<file path="config.mk">
export PLATFORM = sky130hd
export DESIGN_NAME = split_check_sched
export DESIGN_NICKNAME = d
export VERILOG_FILES = /design/src/rtl/split_check_sched.sv
export SDC_FILE = /design/constraint.sdc
export NUM_CORES = 1
export LEC_CHECK = 0
export ABC_AREA = 1
export BUFFER_PORTS_ARGS = -buffer_cell sky130_fd_sc_hd__buf_4
export CORE_AREA = 3 3 144 146
export DETAILED_ROUTE_END_ITERATION = 6
export DIE_AREA = 0 0 147 149
export GPL_ROUTABILITY_DRIVEN = 0
export MAX_ROUTING_LAYER = met4
export PLACE_DENSITY_LB_ADDON = 0.15
export REMOVE_ABC_BUFFERS = 1
export SYNTH_ARGS = -nofsm -noshare
export SYNTH_HDL_FRONTEND = slang
export SYNTH_SLANG_ARGS = --single-unit
</file>
<file path="constraint.sdc">
create_clock -name clk -period 6.24 [get_ports clk]
set_input_delay 1.56 -clock clk [delete_from_list [all_inputs] [get_ports clk]]
set_output_delay 1.56 -clock clk [all_outputs]
set_load 0.02 [all_outputs]
</file>
<file path="src/rtl/split_check_sched.sv">
// split_check_sched: round-robin scheduler that shares one combinational split checker among
// NREQ requesters. It returns held SAT/UNSAT verdicts and keeps saturating verdict counters.
module split_check_sched #(
    parameter int NREQ    = 4,
    parameter int VEC_W   = 64,
    parameter int CHK_LAT = 0,
    parameter int CNT_W   = 16,
    localparam int IDW    = (NREQ > 1) ? $clog2(NREQ) : 1
) (
    input  logic                  clk,
    input  logic                  rst,
    input  logic [NREQ-1:0]       req_valid_i,
    input  logic [NREQ*VEC_W-1:0] req_vec_i,
    output logic [NREQ-1:0]       req_ready_o,
    output logic [VEC_W-1:0]      chk_vec_o,
    output logic                  chk_start_o,
    input  logic                  chk_x_i,
    output logic                  rsp_valid_o,
    input  logic                  rsp_ready_i,
    output logic [IDW-1:0]        rsp_id_o,
    output logic                  rsp_sat_o,
    output logic                  busy_o,
    output logic [CNT_W-1:0]      sat_cnt_o,
    output logic [CNT_W-1:0]      unsat_cnt_o
);
    typedef enum logic [1:0] {IDLE, WAIT, RESP} state_t;
    state_t           state_q;
    logic [IDW-1:0]   ptr_q, ptr_d, gnt_idx, rsp_id_q;
    logic             gnt_vld, chk_start_q, rsp_valid_q, rsp_sat_q, busy_q;
    logic [3:0]       lat_q;
    logic [VEC_W-1:0] chk_vec_q, vec_d;
    logic [CNT_W-1:0] sat_cnt_q, unsat_cnt_q;
    // Scan downward so the last hit is the first valid index at or after the pointer.
    always_comb begin
        gnt_vld = 1'b0;
        gnt_idx = '0;
        for (int k = NREQ - 1; k >= 0; k--) begin
            if (req_valid_i[(int'(ptr_q) + k) % NREQ]) begin
                gnt_vld = 1'b1;
                gnt_idx = IDW'((int'(ptr_q) + k) % NREQ);
            end
        end
    end
    assign ptr_d       = IDW'((int'(gnt_idx) + 1) % NREQ);
    assign vec_d       = req_vec_i[int'(gnt_idx)*VEC_W +: VEC_W];
    assign req_ready_o = (state_q == IDLE && gnt_vld && !rst) ? NREQ'(1) << gnt_idx : '0;
    assign chk_vec_o   = chk_vec_q;
    assign chk_start_o = chk_start_q;
    assign rsp_valid_o = rsp_valid_q;
    assign rsp_id_o    = rsp_id_q;
    assign rsp_sat_o   = rsp_sat_q;
    assign busy_o      = busy_q;
    assign sat_cnt_o   = sat_cnt_q;
    assign unsat_cnt_o = unsat_cnt_q;
    always_ff @(posedge clk or posedge rst) begin
        if (rst) begin
            state_q     <= IDLE;
            ptr_q       <= '0;
            lat_q       <= '0;
            chk_vec_q   <= '0;
            chk_start_q <= 1'b0;
            rsp_valid_q <= 1'b0;
            rsp_id_q    <= '0;
            rsp_sat_q   <= 1'b0;
            busy_q      <= 1'b0;
            sat_cnt_q   <= '0;
            unsat_cnt_q <= '0;
        end else begin
            chk_start_q <= 1'b0;
            case (state_q)
                IDLE: if (gnt_vld) begin
                    chk_vec_q   <= vec_d;
                    rsp_id_q    <= gnt_idx;
                    ptr_q       <= ptr_d;
                    lat_q       <= 4'(CHK_LAT);
                    chk_start_q <= 1'b1;
                    busy_q      <= 1'b1;
                    state_q     <= WAIT;
                end
                WAIT: if (lat_q == '0) begin
                    rsp_sat_q   <= chk_x_i;
                    rsp_valid_q <= 1'b1;
                    state_q     <= RESP;
                end else begin
                    lat_q <= lat_q - 4'd1;
                end
                RESP: if (rsp_ready_i) begin
                    rsp_valid_q <= 1'b0;
                    busy_q      <= 1'b0;
                    state_q     <= IDLE;
                    if (rsp_sat_q) sat_cnt_q <= sat_cnt_q + CNT_W'(~&sat_cnt_q);
                    else unsat_cnt_q <= unsat_cnt_q + CNT_W'(~&unsat_cnt_q);
                end
                default: state_q <= IDLE;
            endcase
        end
    end
endmodule
</file>
After elaboration in Yosys (flattened, before gate mapping):

Index checks and enable logic that the tools add are counted.

* register bits: 110
* input port bits: 264
* output and inout port bits: 106
* logic and storage cells: 91

* $add $sub $neg: 7
* order comparisons: 4
* equality and inequality tests: 6
* shifts and indexed selects: 2
* multiplexer cells: 34
* bitwise operators: 4
* reductions and logical operators: 23

Operators with widths (count)
* 256-bit by 9-bit indexed part select with 64-bit output: 1
* 16-bit by 1-bit adder with 16-bit output: 2
* 16-bit AND reduction: 2
* 3-bit AND reduction: 6
* 1-bit 2-to-1 mux: 16
* 2-bit 2-to-1 mux: 7
* 3-bit by 4-bit < comparator with 1-bit output (second input constant): 3
* 4-bit 2-to-1 mux: 3
* 1-bit binary-select mux with 2-bit select: 4
* 2-bit inequality test (second input constant): 4
* 4-bit one-hot mux with 2 select lines: 1
* 2-bit one-hot mux with 3 select lines: 1
* 2-bit nonzero test: 3
* 2-bit OR reduction: 3
* 2-bit by 1-bit adder with 2-bit output (second input constant): 2
* 2-bit adder (second input constant): 2
* 4-bit logical NOT: 1
* 1-bit one-hot mux with 2 select lines: 2
* 2-bit AND reduction: 2
* 1-bit by 2-bit left shift with 4-bit output (first input constant): 1
* 4-bit by 1-bit subtractor with 4-bit output (second input constant): 1
* 1-bit bitwise AND (first input constant): 3
* 1-bit logical NOT: 3
* 2-bit by 3-bit < comparator with 1-bit output (second input constant): 1
* 5 further kinds: 6

Depth between registers and ports, before layout:

* depth after elaboration: 13
* depth in mapped cells: 16
* mapped depth without buffers: 14

Least setup slack after synthesis:

Ideal clock, no wire load.

* kind: input port to output port
* start point: input port rst
* end point: output port req_ready_o[0]
* arrival time: 4.645 ns
* data required time: 4.680 ns
* slack: 0.035 ns
* stages on the path: 3
* buffers on the path: 0
* path through: inv_1 nand2_1 nor2_1

* longest elaborated chain between the ends: 3

Ends and longest elaborated chain
* start: declaration: line 11 `input logic rst,`
* 1-bit logical NOT (no line)
* 1-bit logical AND: line 46 `assign req_ready_o = (state_q == IDLE && gnt_vld && !rst) ? NREQ'(1) << gnt_idx : '0;`
* 4-bit 2-to-1 mux: line 46
* end: declaration: line 14 `output logic [NREQ-1:0] req_ready_o,`

Every way passes these cells.

Final worst setup path:

* start point: input port req_valid_i[3]
* end point: output port req_ready_o[2]

* longest elaborated chain between the ends: 10
* elaborated cells on any way between the ends: 23
* those cells by class: shift: 1; mux: 20; reduce/logical: 2

Ends and longest elaborated chain
* start: declaration: line 12 `input logic [NREQ-1:0] req_valid_i,`
* 1-bit binary-select mux with 2-bit select: line 38 `if (req_valid_i[(int'(ptr_q) + k) % NREQ]) begin`
* 1-bit 2-to-1 mux (not written as such) (2 in a row): line 38
* 1-bit 2-to-1 mux (4 in a row): line 38
* 1-bit logical AND (2 in a row): line 46
* 4-bit 2-to-1 mux (*): line 46

Every way passes the cells marked *; elsewhere a longest branch is shown, timed or not. The select of a mux whose other input is x is not followed.

==> reports/qor.csv <==
metric,value,unit
outcome,"complete, no violations",
post-placement cell area,0.0100,mm^2
largest net degree at the start of global routing,104,
Hold Path Sink,chk_vec_o[2],
Residual DRC,0,
crit path launch type,input pin,
TritonCTS buffer count,9,
Worst R2R Start,ptr_q[0],
Rows,51,
R2R depth,15,
largest family of logic cells by synthesized area,simple AND/OR/NAND/NOR gates,
total number of vias,7955,
die height,149,um
Worst setup EP type,primary output,
overall routed net length,26400,um
final core utilization,52.8,%
Detail Route Antenna Nets,0,
Arrival @ worst endpoint,3.16,ns
simple logic cell fraction of the synthesized area,45.6,%
H-tree levels,3,
dpl hpwl,19200,um
Post-Syn Area,0.00718,mm^2
RSZ-0062 raised after global routing,false,
Clk pwr share,10.3,%
Post-CTS Hold Buffers,0,
initial antenna violation count,2,
vias in the first global route,7633,
hold_sp,chk_vec_o[2],
Tcrit/Tclk final,75.6,%
Cells after DPL,1641,
adder-cell share of the synthesized area,1.92,%
Synth-to-Final Area Change,43.7,%
fin cells,1659,
clock-pin slew on the worst setup and hold paths,0.07,ns
Max Clk Rate,212,MHz
worst r2r dst,chk_vec_o[25],
largest cells by area after synthesis,"dfrtp_1 38%, nand2_1 17%, nand3_1 16%",
Slew @ Worst Pin,1.12,ns
part of the power in registers,21.5,%
Logic pwr share,68.2,%
crit path time final,4.72,ns
# setup viols final,0,
max-cap violations,0,
vias per cell,4.80,
switching part of the total power,53.3,%
die area,0.0219,mm^2
# clock sinks,110,
largest fanout on the critical path,36,
Port Buffers,369,
nets,1662,
worst hold path type,reg -> reg,
R2R setup slack,3.14,ns
Max VDD drop,0.000400,V
switching power,2.98,mW
Max-slew headroom,25.1,%
Post-Synth XOR/XNOR Area,3.42,%
pre-CTS setup slack,1.55,ns
Core ar.,0.0195,mm^2
Worst-Skew Late Latency,0.35,ns
WL per Instance,15.9,um
Gate Count Post-Synth,1060,
mux contribution to synthesized area,0,%
Pleak,5.57,nW
post-CTS setup buffer count,0,
Mapped Avg Cell Area,6.77,um^2
router iterations before antenna repair,5,
Yosys cell types,28,
Yosys reg bits,110,
Setup CP Type,in -> out,
endpoints failing hold,0,
final worst slack,1.52,ns
post-route cell area,0.0103,mm^2
register area share after synthesis,38.4,%
Die Width,147,um
Internal Power,2.62,mW
top cell type's share of synthesized area,38.4,%
warnings from Yosys,0,
clk_skew,0.0113,ns
ratio of cells with drive above 1 in the final layout,30.0,%
Hold Path Stages,2,
Power Density,543,mW/mm^2
total grt overflow,0,
complex-gate fraction of the synthesized area,1.32,%
Overall Global Routing Usage,24.0,%
Clock Path Buffers,2,
first-pass GRT wire length,40500,um
Slew Limit Fails,0,
CP required,4.68,ns
cell taking the most area after synthesis,dfrtp_1,
final-layout worst hold slack,0.480,ns
DRT iter0 DRCs,449,
post-cts gate resize count,0,
number of I/O pins,370,
Starting Density,36.8,%
CTS Root Cell,clkbuf_16,
CTS tree,yes,
## synthesized netlist by cell type
cell type	instances
xnor2_1	11
nor4_1	2
o21ai_1	2
inv_1	80
buf_2	38
xor2_1	17
inv_2	7
o21bai_1	1
buf_6	2
a31oi_1	2
or2_2	4
a21oi_1	1
dfrtp_1	110
ha_1	11
nand4_1	8
nand2_4	1
nor2_1	122
nand3_1	236
nand2_1	322
or2_1	7
nor3_1	10
clkbuf_1	7
or2_0	22
nor2_4	2
nand2_2	4
buf_4	14
o21ai_0	12
nand3_2	5
## placed cells by master (no fill, tap or decap), types with 3 or more instances in the layout
cell type	n
buf_4	377
clkbuf_16	9
clkinvlp_4	3
dfrtp_1	110
ha_1	11
inv_1	79
inv_2	7
nand2_1	322
nand2_4	3
nand3_1	236
nand3_2	4
nand4_1	8
nor2_1	122
nor3_1	10
o21ai_0	12
or2_0	22
or2_1	7
or2_2	4
xnor2_1	11
xor2_1	17
## flip-flops by register name, summed over array words and instances (netlist names)
signal and count:
sat_cnt_o 16, lat_q 4, state_q 2, chk_vec_o 64, unsat_cnt_o 16, ptr_q 2
rsp_sat_o 1, chk_start_o 1, rsp_id_o 2, rsp_valid_o 1, busy_o 1
## layout make-up
class | instances | area (um^2)
fillers | 2026 | 9210
multi-input cells | 802 | 3770
repair buffers | 377 | 2830
flip-flops and latches | 110 | 2750
well taps | 265 | 332
inverters | 87 | 329
clock buffers | 10 | 239
clock inverters | 6 | 53.8
diodes | 2 | 5.00
## how the worst max path moves through the flow
stage,from,to,slack (ns),cells after the start
final,req_valid_i[3],req_ready_o[2],1.52,13
after global routing,req_valid_i[3],req_ready_o[2],1.36,13
after CTS,req_valid_i[3],req_ready_o[2],1.54,13
after detailed placement,req_valid_i[3],req_ready_o[2],1.55,13
after global placement,req_valid_i[3],req_ready_o[1],1.59,12
after floorplan,req_valid_i[1],req_ready_o[0],-0.74,11
## logic make-up after synthesis
group | Yosys count
and+or+nand+nor | 745
buffers and inverters | 148
DFF | 110
xor gates and xnor gates | 28
AOI/OAI and AO/OA | 18
adders and majority gates | 11
## worst max-delay path, cell delays in order
cell and delay [ns]:
buf_4 0.08, inv_1 0.05, o21ai_1 0.17, nand2_1 0.12
nand2_1 0.10, inv_2 0.05, nand2_1 0.11, nand2_4 0.27
inv_2 0.16, ha_1 0.16, inv_1 0.04, nor2_1 0.10
buf_4 0.16
## stage by stage
step	TNS (ns)	total power [mW]
finish	0	5.60
global route	0	6.14
global placement	0	5.04
detailed placement	0	5.08
CTS	0	5.67
floorplan	-1.89	3.64
## metal layers
metal / up-vias / track usage, % / share of wire, %
li1: 4002 / - / -
met1: 3609 / 28.8 / 41
met3: 42 / 4.47 / 6.8
met4: 0 / 9.04 / 2.9
met2: 302 / 40.6 / 49
met5: - / - / 0
## power groups by stage
stage / sequential [mW] / combinational [mW] / clock [mW]
finish: 1.20 / 3.82 / 0.575
detailed placement: 1.21 / 3.87 / 0
global route: 1.24 / 4.29 / 0.617
CTS: 1.21 / 3.87 / 0.591
global placement: 1.21 / 3.84 / 0
floorplan: 1.49 / 2.15 / 0
Note: power is estimated with default switching activity, not from simulation.
